### src/rtl/k_alu_arbiter_if.sv
// Request/grant and ALU bus bundle for k_alu_arbiter.
// Slave modport is the arbiter side; master is the requester plus ALU side.
`timescale 1ns/1ps
interface k_alu_arbiter_if #(
   parameter int unsigned DATA_W = 8,
   parameter int unsigned SEL_W  = 3
);
   logic [2:0]          req;
   logic [3*DATA_W-1:0] req_opa;
   logic [3*DATA_W-1:0] req_opb;
   logic [3*SEL_W-1:0]  req_sel;
   logic [2:0]          gnt;
   logic [2:0]          done;
   logic [DATA_W-1:0]   result_out;
   logic                busy;
   logic [DATA_W-1:0]   alu_opA;
   logic [DATA_W-1:0]   alu_opB;
   logic [SEL_W-1:0]    alu_selector;
   logic                alu_enable;
   logic                alu_write_enable;
   logic [DATA_W-1:0]   alu_result;

   modport slave (
      input  req, req_opa, req_opb, req_sel, alu_result,
      output gnt, done, result_out, busy,
      output alu_opA, alu_opB, alu_selector, alu_enable, alu_write_enable
   );

   modport master (
      output req, req_opa, req_opb, req_sel, alu_result,
      input  gnt, done, result_out, busy,
      input  alu_opA, alu_opB, alu_selector, alu_enable, alu_write_enable
   );
endinterface

### src/rtl/k_alu_arbiter.sv
// Round-robin arbiter sharing one K_ALU between R/G/B requesters.
// Optional per-channel grant counters when K_ARB_STATS_EN is defined.
`timescale 1ns/1ps
module k_alu_arbiter #(
   parameter int unsigned DATA_W  = 8,
   parameter int unsigned SEL_W   = 3,
   parameter int unsigned ALU_LAT = 1
) (
   input  logic              clk,
   input  logic              reset,
`ifdef K_ARB_STATS_EN
   input  logic              stats_clr,
   output logic [3*16-1:0]   grant_cnt,
`endif
   k_alu_arbiter_if.slave    bus
);

   typedef enum logic [1:0] {StIdle, StIssue, StWait, StDone} state_e;

   localparam logic [3:0] LatCnt = 4'(ALU_LAT);

   state_e              state_q, state_d;
   logic [1:0]          ptr_q, ptr_d;
   logic [1:0]          win_q, win_d;
   logic [2:0]          mask_q, mask_d;
   logic [3:0]          cnt_q, cnt_d;
   logic [DATA_W-1:0]   opa_q, opa_d;
   logic [DATA_W-1:0]   opb_q, opb_d;
   logic [SEL_W-1:0]    sel_q, sel_d;
   logic [2:0]          gnt_q, gnt_d;
   logic [2:0]          done_q, done_d;
   logic [DATA_W-1:0]   res_q, res_d;
   logic                en_q, en_d;

   logic [2:0]          eff;
   logic [2:0]          sum;
   logic [1:0]          cand;
   logic [1:0]          pick;
   logic                found;

   // First requesting channel at or after the rr pointer, wrapping mod 3.
   always_comb begin
      eff   = bus.req & ~mask_q;
      pick  = ptr_q;
      found = 1'b0;
      sum   = '0;
      cand  = '0;
      for (int i = 0; i < 3; i++) begin
         sum  = 3'(ptr_q) + 3'(i);
         cand = (sum >= 3'd3) ? 2'(sum - 3'd3) : sum[1:0];
         if (!found && eff[cand]) begin
            found = 1'b1;
            pick  = cand;
         end
      end
   end

   always_comb begin
      state_d = state_q;
      ptr_d   = ptr_q;
      win_d   = win_q;
      mask_d  = mask_q;
      cnt_d   = cnt_q;
      opa_d   = opa_q;
      opb_d   = opb_q;
      sel_d   = sel_q;
      gnt_d   = gnt_q;
      done_d  = '0;
      res_d   = res_q;
      en_d    = 1'b0;
      unique case (state_q)
         StIdle: begin
            mask_d = '0;
            if (found) begin
               win_d   = pick;
               opa_d   = bus.req_opa[pick*DATA_W +: DATA_W];
               opb_d   = bus.req_opb[pick*DATA_W +: DATA_W];
               sel_d   = bus.req_sel[pick*SEL_W +: SEL_W];
               gnt_d   = 3'b001 << pick;
               en_d    = 1'b1;
               state_d = StIssue;
            end
         end
         StIssue: begin
            cnt_d   = 4'd1;
            state_d = StWait;
         end
         StWait: begin
            if (cnt_q == LatCnt) begin
               res_d   = bus.alu_result;
               done_d  = 3'b001 << win_q;
               state_d = StDone;
            end else begin
               cnt_d = cnt_q + 4'd1;
            end
         end
         StDone: begin
            ptr_d   = (win_q == 2'd2) ? 2'd0 : win_q + 2'd1;
            mask_d  = 3'b001 << win_q;
            gnt_d   = '0;
            state_d = StIdle;
         end
         default: state_d = StIdle;
      endcase
   end

   always_ff @(posedge clk or negedge reset) begin
      if (!reset) begin
         state_q <= StIdle;
         ptr_q   <= '0;
         win_q   <= '0;
         mask_q  <= '0;
         cnt_q   <= '0;
         opa_q   <= '0;
         opb_q   <= '0;
         sel_q   <= '0;
         gnt_q   <= '0;
         done_q  <= '0;
         res_q   <= '0;
         en_q    <= 1'b0;
      end else begin
         state_q <= state_d;
         ptr_q   <= ptr_d;
         win_q   <= win_d;
         mask_q  <= mask_d;
         cnt_q   <= cnt_d;
         opa_q   <= opa_d;
         opb_q   <= opb_d;
         sel_q   <= sel_d;
         gnt_q   <= gnt_d;
         done_q  <= done_d;
         res_q   <= res_d;
         en_q    <= en_d;
      end
   end

   assign bus.gnt              = gnt_q;
   assign bus.done             = done_q;
   assign bus.result_out       = res_q;
   assign bus.busy             = (state_q != StIdle);
   assign bus.alu_opA          = opa_q;
   assign bus.alu_opB          = opb_q;
   assign bus.alu_selector     = sel_q;
   assign bus.alu_enable       = en_q;
   assign bus.alu_write_enable = en_q;

`ifdef K_ARB_STATS_EN
   logic [2:0][15:0] stat_q, stat_d;

   // Clear has priority over a coincident increment; counts saturate.
   always_comb begin
      stat_d = stat_q;
      if (stats_clr) begin
         stat_d = '0;
      end else begin
         for (int i = 0; i < 3; i++) begin
            if (done_q[i] && (stat_q[i] != 16'hFFFF)) begin
               stat_d[i] = stat_q[i] + 16'd1;
            end
         end
      end
   end

   always_ff @(posedge clk or negedge reset) begin
      if (!reset) begin
         stat_q <= '0;
      end else begin
         stat_q <= stat_d;
      end
   end

   assign grant_cnt = stat_q;
`else
   // Grant statistics are compiled out in this build.
`endif

endmodule

### src/flat_wrapper.sv
// flat-port wrapper written by rule: the top's interface ports become plain ports
module k_alu_arbiter_flat 
#(
   parameter int unsigned DATA_W  = 8,
   parameter int unsigned SEL_W   = 3,
   parameter int unsigned ALU_LAT = 1
)
  (clk, reset, bus_req, bus_req_opa, bus_req_opb, bus_req_sel, bus_alu_result, bus_gnt, bus_done, bus_result_out, bus_busy, bus_alu_opA, bus_alu_opB, bus_alu_selector, bus_alu_enable, bus_alu_write_enable);
  k_alu_arbiter_if #(.DATA_W(DATA_W), .SEL_W(SEL_W)) bus_i ();
  input  logic clk;
  input  logic reset;
  input wire logic [$bits(bus_i.req)-1:0] bus_req;
  input wire logic [$bits(bus_i.req_opa)-1:0] bus_req_opa;
  input wire logic [$bits(bus_i.req_opb)-1:0] bus_req_opb;
  input wire logic [$bits(bus_i.req_sel)-1:0] bus_req_sel;
  input wire logic [$bits(bus_i.alu_result)-1:0] bus_alu_result;
  output wire logic [$bits(bus_i.gnt)-1:0] bus_gnt;
  output wire logic [$bits(bus_i.done)-1:0] bus_done;
  output wire logic [$bits(bus_i.result_out)-1:0] bus_result_out;
  output wire logic [$bits(bus_i.busy)-1:0] bus_busy;
  output wire logic [$bits(bus_i.alu_opA)-1:0] bus_alu_opA;
  output wire logic [$bits(bus_i.alu_opB)-1:0] bus_alu_opB;
  output wire logic [$bits(bus_i.alu_selector)-1:0] bus_alu_selector;
  output wire logic [$bits(bus_i.alu_enable)-1:0] bus_alu_enable;
  output wire logic [$bits(bus_i.alu_write_enable)-1:0] bus_alu_write_enable;
  assign bus_i.req = bus_req;
  assign bus_i.req_opa = bus_req_opa;
  assign bus_i.req_opb = bus_req_opb;
  assign bus_i.req_sel = bus_req_sel;
  assign bus_i.alu_result = bus_alu_result;
  assign bus_gnt = bus_i.gnt;
  assign bus_done = bus_i.done;
  assign bus_result_out = bus_i.result_out;
  assign bus_busy = bus_i.busy;
  assign bus_alu_opA = bus_i.alu_opA;
  assign bus_alu_opB = bus_i.alu_opB;
  assign bus_alu_selector = bus_i.alu_selector;
  assign bus_alu_enable = bus_i.alu_enable;
  assign bus_alu_write_enable = bus_i.alu_write_enable;
  k_alu_arbiter #(.DATA_W(DATA_W), .SEL_W(SEL_W), .ALU_LAT(ALU_LAT)) u_core (.clk(clk), .reset(reset), .bus(bus_i));
endmodule
### config.mk
export PLATFORM = sky130hd
export DESIGN_NAME = k_alu_arbiter_flat
export DESIGN_NICKNAME = d
export VERILOG_FILES = /design/src/rtl/k_alu_arbiter_if.sv /design/src/rtl/k_alu_arbiter.sv /design/src/flat_wrapper.sv
export SDC_FILE = /design/constraint.sdc
export NUM_CORES = 1
export LEC_CHECK = 0
export CORE_UTILIZATION = 43
export DETAILED_ROUTE_END_ITERATION = 8
export GPL_TIMING_DRIVEN = 1
export MAX_ROUTING_LAYER = met4
export PLACE_DENSITY = 0.89
export SLEW_MARGIN = 30
export SYNTH_ARGS = -nofsm -noshare
export SYNTH_HDL_FRONTEND = slang
export SYNTH_SLANG_ARGS = --single-unit
### constraint.sdc
create_clock -name clk -period 3.1 [get_ports clk]
set_clock_uncertainty 0.05 [all_clocks]
set_input_delay 0.31 -clock clk [delete_from_list [all_inputs] [get_ports clk]]
set_output_delay 0.31 -clock clk [all_outputs]
set_load 0.1 [all_outputs]
==> flow_summary.ini <==
[yosys]
synth_top_area_share_pct = 44.85
netlist_instances = 257
synth.avg_cell_area_um2 = 10.20
yosysSeqAreaShare_pct = 44.85
netlist_area_um2 = 2623
synth.area.top_cells = dfrtp_1, mux2i_1, o221ai_1
synthFlopType = dfrtp_1
ys_types = 44
synth_nets = 337
yosys_warnings = 0
yosysTopAreaCell = dfrtp_1
synth_edf_count = 0
synth-seq-cells = 47
ys_async_sr_fraction_pct = 100.0

[detailed_routing]
routed_wl_mm = 7.204
drt-pass1-iter-count = 4
wl_per_cell_um = 16.52
drc = 0
via_count = 2363
drt_iter0_drc = 145
ant_nets = 0
via_per_inst = 5.420

[placement]
place.gp.congestion = 0.8808
port_buffers = 105
dp_hpwl_mm = 5.179

[die]
ios = 106
die_area_um2 = 6415
die_y_um = 80.10
fp.coreArea_um2 = 5886
die_w_um = 80.10
rows = 28
start_util_pct = 44.56

[worst_setup_path]
timing.reg2reg.setup_slack_ps = 170
r2r_start = u_core.ptr_q[0]
required_ps = 3210
path_class = reg2reg
endpoint_kind = flop
cp_max_fo = 19
start_kind = flop
worst_path_max_delay_cell = or4_4
cp_slowest_stage_delay_ps = 530
critical_path.top_delay_family = simple AND/OR/NAND/NOR gates
path_cells = inv_1, ha_2, and4bb_1, or4_4, o32ai_4, buf_12, mux2i_1, o221ai_1
path_buf_inv = 2
crit_start = u_core.ptr_q[0]
critPathArrivalTime_ps = 3040

[sta]
tightest_slew_ps = 997.4
slew_violations = 0
period_needed_ps = 2930
slew_headroom_pct = 33.30
finalSetupTns_ps = 0
hold_viol_final = 0
period_share_pct = 94.52
fmax_mhz = 341.3
rsz0062_at_grt = no
setup_viol = 0

[global_routing]
grt_pass1_vias = 2391
antenna_found_initial = 0
grt_max_degree = 48
grt_pass1_wl_mm = 11.31
gr-total-overflow = 0
grt_usage_pct = 24.03

[cells_and_area]
areaGrowthSynthToFinish_pct = 46.18
nets = 440
final_cell_mix = clkdlybuf4s50_1, dfrtp_1, nand2_1
drive_gt1_share_pct = 9.972
fillerInstances = 457
layout.cells.most_common = clkdlybuf4s50_1
n_antenna_cell = 0

[worst_hold_path]
holdCritStartpoint = u_core.cnt_q[3]
worst_hold_path_type = reg2reg

[clocking]
cts-root-buf = clkbuf_8
clkSinkCount = 47
clk_latency_ps = 310
cts_max_path_buffers = 2
cts_buffers = 5
postCtsSetupBuffers = 0
clk_pin_slew_ps = 90
tritoncts = yes
htreeDepth = 2

[outcome]
status = finished clean

[job]
max-cap-violations = 0
## cell families (layout without fill, tap and decap cells)
| family | Yosys count | in the layout | share of synthesized area, % |
|---|---|---|---|
| and+or+nand+nor | 71 | 71 | 14.41 |
| buffers and inverters | 44 | 148 | 7.967 |
| AOI/OAI and AO/OA | 57 | 57 | 16.89 |
| muxes | 28 | 28 | 11.12 |
| DFF | 47 | 47 | 44.85 |
| adders and majority gates | 10 | 10 | 4.771 |
## per-layer routing
layer  part of all wire, %  wire, um  GRT usage [%]
met2                    52      3733          41.11
met4                   2.2       157          8.750
met1                    42      2997          28.57
met5                     0         0              -
met3                   4.4       314          3.977
## final cells by class
cell class | count | area [um2] | area share (%)
multi-input cells | 166 | 1251 | 32.64
clock inverters | 3 | 47.55 | 1.240
flip-flops and latches | 47 | 1176 | 30.68
repair buffers | 110 | 1084 | 28.26
inverters | 30 | 112.6 | 2.937
clock buffers | 5 | 68.82 | 1.795
well taps | 75 | 93.84 | 2.448
## stage by stage
step           utilization, %  area, um2  std cells  setup WS, ps  hold WS, ps
5_1_grt                 65.14       3834        436         30.91        471.4
2_1_floorplan               -       2623        257         503.2       -35.59
6_report                65.14       3834        436         169.9        440.2
4_1_cts                 65.09       3831        436         137.9        441.0
3_3_place_gp            62.90       3702        427         328.3        415.2
3_5_place_dp            62.95       3705        427         158.6        310.3
## worst paths after layout
check	end	depth (start not counted)
max in group asynchronous	u_core.state_q[1]	2
min in group asynchronous	u_core.bus.result_out[0]	2
worst min register to register	u_core.cnt_q[3]	1
worst max register to register	u_core.bus.alu_opA[7]	8
worst min-delay path	u_core.cnt_q[3]	1
worst max-delay path	u_core.bus.alu_opA[7]	8
## worst reg2reg max path, stage by stage (launching register included)
cell and delay (ps):
dfrtp_1 450, inv_1 110, ha_2 430, and4bb_1 230, or4_4 530, o32ai_4 340
buf_12 220, mux2i_1 250, o221ai_1 180
## registers in the layout, summed over array words and instances, names as in the netlist, 3 cells and up
signal	flops
u_core.bus.alu_opB	8
u_core.bus.alu_opA	8
u_core.mask_q	3
u_core.bus.done	3
u_core.cnt_q	4
u_core.bus.gnt	3
u_core.bus.result_out	8
u_core.bus.alu_selector	3
## cells in the mapped netlist (3+ instances only)
library cell,number
dfrtp_1,47
nand2_1,33
nor3b_1,5
mux2_2,9
nor2_1,8
nand2b_1,3
clkbuf_1,4
a21oi_1,5
nand3_1,3
mux2i_1,19
o221ai_1,19
a21o_1,3
ha_1,10
o21ai_0,15
nand3b_1,3
buf_2,4
inv_1,30
nor2b_1,5
## timing repair
item / in CTS / in global routing
resized for setup: 0 / 1
hold endpoints to repair: 47 / 0
endpoints found under the setup margin: 0 / 2
hold buffers: 1 / 0
Power is not shown: default switching activity piles up to over one toggle a cycle in this logic, so the estimate is an artifact.
